--- src/rtl/morse_pkg.sv ---
// Shared definitions for the Morse encoder: symbol codes, FSM states,
// timing multipliers and the ASCII range handled by the code ROM.
package morse_pkg;

    typedef enum logic [2:0] {
        IDLE,
        MARK,
        ELEM_GAP,
        LETTER_GAP,
        WORD_GAP
    } state_t;

    localparam logic [1:0] SYM_NONE = 2'b00;
    localparam logic [1:0] SYM_DOT  = 2'b01;
    localparam logic [1:0] SYM_DASH = 2'b10;
    localparam logic [1:0] SYM_SEND = 2'b11;

    localparam int MULT_DOT        = 1;
    localparam int MULT_DASH       = 3;
    localparam int MULT_ELEM_GAP   = 1;
    localparam int MULT_LETTER_GAP = 3;
    localparam int MULT_WORD_GAP   = 7;

    localparam logic [7:0] ASCII_SPACE = 8'd32;
    localparam logic [7:0] ASCII_A     = 8'd65;
    localparam logic [7:0] ASCII_Z     = 8'd90;

endpackage

--- src/rtl/morse_code_rom.sv ---
// Combinational ITU Morse lookup for 'A'..'Z'. The code sits in the low
// len bits of pattern, first element in bit len-1; 1 = dash, 0 = dot.
module morse_code_rom
    import morse_pkg::*;
(
    input  logic [7:0] ascii,
    output logic [3:0] pattern,
    output logic [2:0] len,
    output logic       valid
);

    always_comb begin
        pattern = 4'b0000;
        len     = 3'd0;
        valid   = (ascii >= ASCII_A) && (ascii <= ASCII_Z);
        case (ascii)
            8'd65: begin pattern = 4'b0001; len = 3'd2; end // A .-
            8'd66: begin pattern = 4'b1000; len = 3'd4; end // B -...
            8'd67: begin pattern = 4'b1010; len = 3'd4; end // C -.-.
            8'd68: begin pattern = 4'b0100; len = 3'd3; end // D -..
            8'd69: begin pattern = 4'b0000; len = 3'd1; end // E .
            8'd70: begin pattern = 4'b0010; len = 3'd4; end // F ..-.
            8'd71: begin pattern = 4'b0110; len = 3'd3; end // G --.
            8'd72: begin pattern = 4'b0000; len = 3'd4; end // H ....
            8'd73: begin pattern = 4'b0000; len = 3'd2; end // I ..
            8'd74: begin pattern = 4'b0111; len = 3'd4; end // J .---
            8'd75: begin pattern = 4'b0101; len = 3'd3; end // K -.-
            8'd76: begin pattern = 4'b0100; len = 3'd4; end // L .-..
            8'd77: begin pattern = 4'b0011; len = 3'd2; end // M --
            8'd78: begin pattern = 4'b0010; len = 3'd2; end // N -.
            8'd79: begin pattern = 4'b0111; len = 3'd3; end // O ---
            8'd80: begin pattern = 4'b0110; len = 3'd4; end // P .--.
            8'd81: begin pattern = 4'b1101; len = 3'd4; end // Q --.-
            8'd82: begin pattern = 4'b0010; len = 3'd3; end // R .-.
            8'd83: begin pattern = 4'b0000; len = 3'd3; end // S ...
            8'd84: begin pattern = 4'b0001; len = 3'd1; end // T -
            8'd85: begin pattern = 4'b0001; len = 3'd3; end // U ..-
            8'd86: begin pattern = 4'b0001; len = 3'd4; end // V ...-
            8'd87: begin pattern = 4'b0011; len = 3'd3; end // W .--
            8'd88: begin pattern = 4'b1001; len = 3'd4; end // X -..-
            8'd89: begin pattern = 4'b1011; len = 3'd4; end // Y -.--
            8'd90: begin pattern = 4'b1100; len = 3'd4; end // Z --..
            default: begin pattern = 4'b0000; len = 3'd0; end
        endcase
    end

endmodule

--- src/rtl/morse_encoder.sv ---
// Morse keyer: accepts one ASCII character at a time and produces the
// keying waveform plus per-element and end-of-letter symbol strobes.
//
// state      | meaning
// IDLE       | ready for a character
// MARK       | key on for one dot or dash
// ELEM_GAP   | 1-unit silence between elements of a letter
// LETTER_GAP | 3-unit silence after the last element; send strobe at its end
// WORD_GAP   | 7-unit silence for a space character
module morse_encoder
    import morse_pkg::*;
#(
    parameter int UNIT_CYCLES = 4
) (
    input  logic       clk,
    input  logic       reset,
    input  logic [7:0] letter,
    input  logic       letter_valid,
    output logic       letter_ready,
    output logic       key_out,
    output logic [1:0] sym_out,
    output logic       busy,
    output logic       error
);

    localparam int CW = $clog2(MULT_WORD_GAP * UNIT_CYCLES);

    localparam logic [CW-1:0] LOAD_DOT    = CW'(MULT_DOT * UNIT_CYCLES - 1);
    localparam logic [CW-1:0] LOAD_DASH   = CW'(MULT_DASH * UNIT_CYCLES - 1);
    localparam logic [CW-1:0] LOAD_ELEM   = CW'(MULT_ELEM_GAP * UNIT_CYCLES - 1);
    localparam logic [CW-1:0] LOAD_LETTER = CW'(MULT_LETTER_GAP * UNIT_CYCLES - 1);
    localparam logic [CW-1:0] LOAD_WORD   = CW'(MULT_WORD_GAP * UNIT_CYCLES - 1);

    state_t        state, state_n;
    logic [CW-1:0] cnt, cnt_n;
    logic [3:0]    pat, pat_n;
    logic [2:0]    len, len_n;
    logic [2:0]    idx, idx_n;
    logic          key_n;
    logic [1:0]    sym_n;
    logic          err_n;

    logic [3:0]    rom_pat;
    logic [2:0]    rom_len;
    logic          rom_valid;
    logic [1:0]    sel;
    logic [1:0]    rom_sel;
    logic          cur_dash;
    logic          rom_first_dash;
    logic [2:0]    idx_inc;

    morse_code_rom u_rom (
        .ascii   (letter),
        .pattern (rom_pat),
        .len     (rom_len),
        .valid   (rom_valid)
    );

    // Elements are consumed from bit len-1 downwards
    assign sel            = 2'(len - idx - 3'd1);
    assign rom_sel        = 2'(rom_len - 3'd1);
    assign cur_dash       = pat[sel];
    assign rom_first_dash = rom_pat[rom_sel];
    assign idx_inc        = idx + 3'd1;

    assign letter_ready = (state == IDLE);
    assign busy         = (state != IDLE);

    always_comb begin
        state_n = state;
        cnt_n   = cnt;
        pat_n   = pat;
        len_n   = len;
        idx_n   = idx;
        key_n   = 1'b0;
        sym_n   = SYM_NONE;
        err_n   = 1'b0;
        case (state)
            IDLE: begin
                if (letter_valid) begin
                    if (rom_valid) begin
                        pat_n   = rom_pat;
                        len_n   = rom_len;
                        idx_n   = 3'd0;
                        cnt_n   = rom_first_dash ? LOAD_DASH : LOAD_DOT;
                        key_n   = 1'b1;
                        state_n = MARK;
                    end else if (letter == ASCII_SPACE) begin
                        cnt_n   = LOAD_WORD;
                        state_n = WORD_GAP;
                    end else begin
                        err_n = 1'b1;
                    end
                end
            end
            MARK: begin
                if (cnt == '0) begin
                    sym_n = cur_dash ? SYM_DASH : SYM_DOT;
                    idx_n = idx_inc;
                    if (idx_inc < len) begin
                        cnt_n   = LOAD_ELEM;
                        state_n = ELEM_GAP;
                    end else begin
                        cnt_n   = LOAD_LETTER;
                        state_n = LETTER_GAP;
                    end
                end else begin
                    cnt_n = cnt - 1'b1;
                    key_n = 1'b1;
                end
            end
            ELEM_GAP: begin
                if (cnt == '0) begin
                    cnt_n   = cur_dash ? LOAD_DASH : LOAD_DOT;
                    key_n   = 1'b1;
                    state_n = MARK;
                end else begin
                    cnt_n = cnt - 1'b1;
                end
            end
            LETTER_GAP: begin
                if (cnt == '0) begin
                    state_n = IDLE;
                end else begin
                    cnt_n = cnt - 1'b1;
                    // Registered strobe lands on the final gap cycle
                    if (cnt == CW'(1)) sym_n = SYM_SEND;
                end
            end
            WORD_GAP: begin
                if (cnt == '0) state_n = IDLE;
                else           cnt_n   = cnt - 1'b1;
            end
            default: state_n = IDLE;
        endcase
    end

    always_ff @(posedge clk or posedge reset) begin
        if (reset) begin
            state   <= IDLE;
            cnt     <= '0;
            pat     <= 4'b0000;
            len     <= 3'd0;
            idx     <= 3'd0;
            key_out <= 1'b0;
            sym_out <= SYM_NONE;
            error   <= 1'b0;
        end else begin
            state   <= state_n;
            cnt     <= cnt_n;
            pat     <= pat_n;
            len     <= len_n;
            idx     <= idx_n;
            key_out <= key_n;
            sym_out <= sym_n;
            error   <= err_n;
        end
    end

endmodule

--- config.mk ---
export PLATFORM = sky130hd
export DESIGN_NAME = morse_encoder
export DESIGN_NICKNAME = d
export VERILOG_FILES = /design/src/rtl/morse_pkg.sv /design/src/rtl/morse_code_rom.sv /design/src/rtl/morse_encoder.sv
export SDC_FILE = /design/constraint.sdc
export NUM_CORES = 1
export LEC_CHECK = 0
export ABC_AREA = 1
export BUFFER_PORTS_ARGS = -buffer_cell sky130_fd_sc_hd__buf_4
export CAP_MARGIN = 20
export CORE_MARGIN = 5
export CORE_UTILIZATION = 39
export CTS_CLUSTER_SIZE = 16
export DETAILED_ROUTE_END_ITERATION = 10
export PLACE_DENSITY = 0.62
export SLEW_MARGIN = 20
export SYNTH_ARGS = -nofsm -noshare
export SYNTH_HDL_FRONTEND = slang
export SYNTH_SLANG_ARGS = --single-unit
--- constraint.sdc ---
create_clock -name clk -period 1.8 [get_ports clk]
set_input_delay 0.36 -clock clk [delete_from_list [all_inputs] [get_ports clk]]
set_output_delay 0.36 -clock clk [all_outputs]
set_load 0.005 [all_outputs]
* After elaboration in Yosys (flattened, before gate mapping)
Memory sizes are Yosys's and may differ from the RTL's. Index checks and enable logic that the tools add are counted.
Cells by class: $add $sub $neg 5, magnitude comparators 5, equality and inequality tests 13, multiplexer cells 41, reductions and logical operators 11
Operators by type and width (number):
- 5-bit 2-to-1 mux | 6
- 3-bit 2-to-1 mux | 9
- 5-bit one-hot mux with 4 select lines | 1
- 4-bit 2-to-1 mux | 3
- 3-bit one-hot mux with 4 select lines | 1
- 1-bit 2-to-1 mux | 11
- 8-bit by 6-bit equality test with 1-bit output (second input constant) | 1
- 8-bit by 7-bit greater-or-equal comparator with 1-bit output (second input constant) | 1
- 8-bit by 7-bit less-or-equal comparator with 1-bit output (second input constant) | 1
- 2-bit 2-to-1 mux | 4
- 2-bit inequality test (second input constant) | 4
- 4-bit AND reduction | 2
- 7-bit 2-to-1 mux | 1
- 3-bit by 2-bit equality test with 1-bit output (second input constant) | 2
- 2-bit by 3-bit < comparator with 1-bit output (second input constant) | 2
- 3-bit one-hot mux with 2 select lines | 1
- 5-bit by 1-bit equality test with 1-bit output (second input constant) | 1
- 5-bit zero test | 1
- 5-bit AND reduction | 1
- 5-bit by 1-bit subtractor with 5-bit output (second input constant) | 1
- 1-bit binary-select mux with 2-bit select | 2
- 2-bit by 1-bit inequality test with 1-bit output (second input constant) | 2
- 2-bit one-hot mux with 2 select lines | 1
- 4-bit nonzero test | 1
- other kinds (14) | 15
Storage, ports and cells: flip-flop bits (word level) 22, bits in read-only memories 896, output and inout port bits 6, word-level logic and storage cells 84, memories 1
Memory list:
- (name not given) | words 128, width 7, rd ports 1, clocked after memory_dff 0, write ports 0, line morse_code_rom.sv:16 | case (ascii)

* Longest topological paths before layout
An unclocked memory read counts as a cell.
depth in word-level cells 9, mapped depth 13, mapped depth without buffers 13

* Modules after synthesis
A second synthesis with hierarchy kept.
Unflattened totals: cells, all modules 278, area, all modules 1921.8 um^2
By module, submodules not included:
- morse_encoder | times used 1, cells an instance 188, area an instance 1436.4 um^2, sequential area each 550.5 um^2
- morse_code_rom | times used 1, cells an instance 90, area an instance 485.5 um^2, sequential area each 0.0 um^2

* Worst setup path before layout
OpenSTA, ideal clock, no wires.
path kind register -> register, from register idx[0], to register cnt[3], library setup time 117 ps, data arrival time 1661 ps, required time 1683 ps, setup slack 21 ps, stages on the path, launching flop included 13, period minus slack after synthesis 1779 ps, path through dfrtp_1 -> ha_1 -> xnor2_1 -> inv_1 -> ha_1 -> a21oi_1 -> a21oi_1 -> nor2_1 -> nand2_1 -> nand2_1 -> nand2_1 -> nand3_1 -> nand2_1
Between the ends: cells in the longest elaborated chain, start to end 7, elaborated cells on any way between the ends 11, those cells by class 3 x add/sub; 1 x order compare; 7 x mux
RTL lines:
- start: declaration | line morse_encoder.sv:38 | logic [2:0] idx, idx_n;
- start signal: assignment | line morse_encoder.sv:153 | idx <= idx_n;
- 2-bit subtractor | line morse_encoder.sv:60 | assign sel = 2'(len - idx - 3'd1);
- 2-bit by 1-bit subtractor with 2-bit output | line morse_encoder.sv:60
- 1-bit binary-select mux with 2-bit select | line morse_encoder.sv:62 | assign cur_dash = pat[sel];
- 1-bit 2-to-1 mux (implied by the code) | line morse_encoder.sv:62
- 4-bit 2-to-1 mux | line morse_encoder.sv:114 | cnt_n = cur_dash ? LOAD_DASH : LOAD_DOT;
- 5-bit 2-to-1 mux | line morse_encoder.sv:113 | if (cnt == '0) begin
- 5-bit one-hot mux with 4 select lines * | line morse_encoder.sv:78 | case (state)
- end signal: assignment | line morse_encoder.sv:150 | cnt <= cnt_n;
- end: declaration | line morse_encoder.sv:35 | logic [CW-1:0] cnt, cnt_n;
Every way passes the cells marked *; elsewhere a longest branch is shown, timed or not. The select of a mux whose other input is x is not followed. A chain may end at the register's enable or synchronous reset.

* Worst setup path in the final report
from register idx[1], to register cnt[3]
The elaborated chain is that of the path after synthesis.

==> results by group <==
Status
  – Status: completed

Logic synthesis
  – Synth Cell Area: around 1900 sq um
  – Syn_area_per_cell: approximately 6.9 sq um
  – Post-synthesis mux area share: 0%
  – Syn Inst Count: 279
  – Synthesized-area fraction occupied by adder cells: 9.78%
  – Synth Warn #: 0
  – Top FF cell, synth: dfrtp_1
  – Post-synthesis sequential area ratio: 28.7%
  – Synthesis-stage register bit count: 22
  – Synth Net Count: between 300 and 400
  – Main combinational cell family by area after synthesis: simple AND/OR/NAND/NOR gates
  – Number of flops mapped to enable cells by yosys: 0
  – Synth cell types: 29
  – Simple-Gate Fraction of Synth Area: roughly two fifths
  – Synth Area in Compound Gates: 10.4%
  – Post-synthesis xor/xnor area fraction: about 1.8%
  – Post-synth ARST share: 100%

Timing
  – Fin Hold WS: between 0.1 and 0.15 ns
  – Hold Violations, Final: 0
  – Worst rel slew slack: between 80% and 90%
  – Layout Skew: between 0.0015 and 0.002 ns
  – Final setup vio count: 0
  – Slew Viols, Final: 0
  – RSZ-0062 raised after global routing: true
  – Final min period: about 1.7 ns
  – Worst-Margin Slew: ~0.29 ns
  – Period Utilization, post-route: about 96%
  – Max Freq: 0.579 GHz

Power
  – Tot Pwr: roughly 2.8 mW
  – Leakage: about 1.3 nW
  – Maximum VDD drop: about 0.00088 V
  – PwrDens: between 1000 and 1500 nW/um^2

Floorplanning
  – Rows: 25
  – DIE HEIGHT: 80.1 um
  – Initial core utilization: about two fifths
  – Die area: 6420 sq um
  – Boundary pin count: 17
  – Core box area: between 4000 and 5000 sq um
  – Die Wd: between 80 and 90 um

Global routing
  – Initial antenna violation count: 0
  – GR Util All Layers: 14.8%
  – Pin count of the biggest net entering global routing: 23
  – Vias in the first global route: about 1800
  – First-pass GRT wire length: between 7 and 8 mm
  – Grt ovf: 0

Detailed routing
  – Detailed-route via count: about 1900
  – Initial DRC count: 87
  – DRC: 0
  – DRT Wirelength: 4.35 mm
  – Initial DRT Pass Iterations: 4
  – DRT antenna net count: 0
  – Via-to-Cell Ratio: ~4.8
  – Wirelength per Cell: between 10 and 15 um

Layout
  – Nets@finish: between 300 and 400
  – Non-filler cells, final: 385
  – Commonest non-fill, non-tap cell in the layout: nand2_1
  – Most frequent cells in the layout: nand2_1 (84), buf_4 (37), nand3_1 (36)
  – N_diodes: 0
  – Fin area: 2390 sq um
  – Fraction of layout cells with a size suffix above 1: around a quarter
  – Area grow syn2layout: 24.4%

Setup path
  – CP Data Required Time: 2.01 ns
  – Cells on worst reg2reg path: 12
  – CP arrival: between 1.5 and 2 ns
  – Critical-path maximum fanout: 2
  – Reg2reg end: cnt[3]
  – Setup CP Type: reg2reg
  – CP Launch Type: flip-flop
  – Reg2reg start: idx[1]
  – CP Capture Type: flip-flop
  – Worst R2R Setup Slack: slightly above 0.07 ns

Clock network
  – CTS tree: done
  – H-tree levels: 1
  – Clk pin slew, worst setup/hold paths: approximately 0.080 ns
  – Longest Clk Path Bufs: 2
  – CTS Root Cell: clkbuf_8
  – Clock network latency to the later pin of the worst-skew pair: about 0.27 ns
  – Clk sinks: 22
  – CTS Buf Count: 3
  – CTS Hold Bufs: 0

Hold path
  – Hold Path Class: in2async

Placed design
  – Detailed Place HPWL: roughly 3.4 mm
  – Post-Place Cells: about 380
  – Routability cong.: slightly below 0.9
  – IO Port Bufs: 16
  – Area post-placement: 2240 sq um

Run
  – Max-Cap Viols: 0
==> area by class of cell <==
type	count	area, sq um
repair buffers	37	278
fillers	510	2370
inverters	42	163
multi-input cells	213	1240
clock buffers	3	41.3
clock inverters	1	30.0
well taps	67	83.8
flip-flops and latches	22	551
==> cells by family (layout without fill, tap and decap cells) <==
group | count (synthesis) | in the layout
simple gates | 160 | 160
buf+inv | 44 | 83
compound gates | 34 | 34
flops | 22 | 22
fa+ha+maj | 15 | 15
xor+xnor | 4 | 4
==> state kept, by name, summed over array words and instances (netlist names) <==
register and count:
state 3, sym_out 2, cnt 5, pat 4, error 1, key_out 1
idx 3, len 3
==> Yosys cell counts, drive strengths merged (2+ instances only) <==
master | n | area, sq um
buf | 2 | 15.0
a21oi | 10 | 50.1
ha | 15 | 188
nand2 | 93 | 379
xor2 | 3 | 26.3
inv | 42 | 163
o211ai | 2 | 15.0
nor2 | 22 | 153
nand4 | 2 | 12.5
o21ai | 19 | 110
dfrtp | 22 | 551
nor3 | 3 | 15.0
nand3 | 38 | 195
==> layer usage <==
metal  part of all wire [%]  vias up  wire (um)  GRT usage, %
li1                       -      976          -             -
met1                     48      820       2090          20.2
met2                     43       61       1880          23.6
met3                    6.8        9        296          2.80
met4                    1.9        0         83          4.56
met5                      0        -          0             0
==> power breakdown <==
| part | switching [mW] | internal [mW] | total (mW) |
|---|---|---|---|
| sequential | 0.0984 | 0.635 | 0.734 |
| clock | 0.172 | 0.297 | 0.469 |
| combinational | 0.949 | 0.640 | 1.59 |
==> repair_timing <==
item                                    in CTS  in global routing
hold endpoints to repair                     0                  0
setup buffers                                2                  1
cloned                                       0                  0
resized for setup                            5                  5
endpoints found under the setup margin       1                  3
pin swaps                                    5                  9
==> worst max path at each step <==
stage	from	to	slack (ns)	cells after the start
detailed placement	idx[0]	cnt[3]	-0.06	12
global route	idx[1]	cnt[3]	-0.1	12
global placement	letter[1]	cnt[3]	-0.004	12
floorplan	idx[0]	cnt[3]	0.02	12
CTS	idx[0]	cnt[3]	0.01	14
finish	idx[1]	cnt[3]	0.07	12
==> stage by stage <==
| stage | setup slack, ns | util, % | TNS (ns) |
|---|---|---|---|
| 3_5_place_dp | -0.0551 | 47.2 | -0.0776 |
| 2_1_floorplan | 0.0212 | - | 0 |
| 3_3_place_gp | -0.00390 | 47.2 | -0.00390 |
| 5_1_grt | -0.0969 | 50.2 | -0.0969 |
| 6_report | 0.0720 | 50.2 | 0 |
| 4_1_cts | 0.0118 | 49.6 | 0 |
==> critical path, cell delays in order (launching register included) <==
cell	delay (ns)
dfrtp_1	0.39
ha_2	0.20
xnor2_2	0.17
inv_2	0.06
ha_4	0.27
nand3b_1	0.09
a21oi_2	0.17
nor2_1	0.05
nand2_1	0.06
nand2_1	0.04
nand2_1	0.05
nand3_1	0.07
nand2_1	0.06
Power figures use the tool's default switching activity.
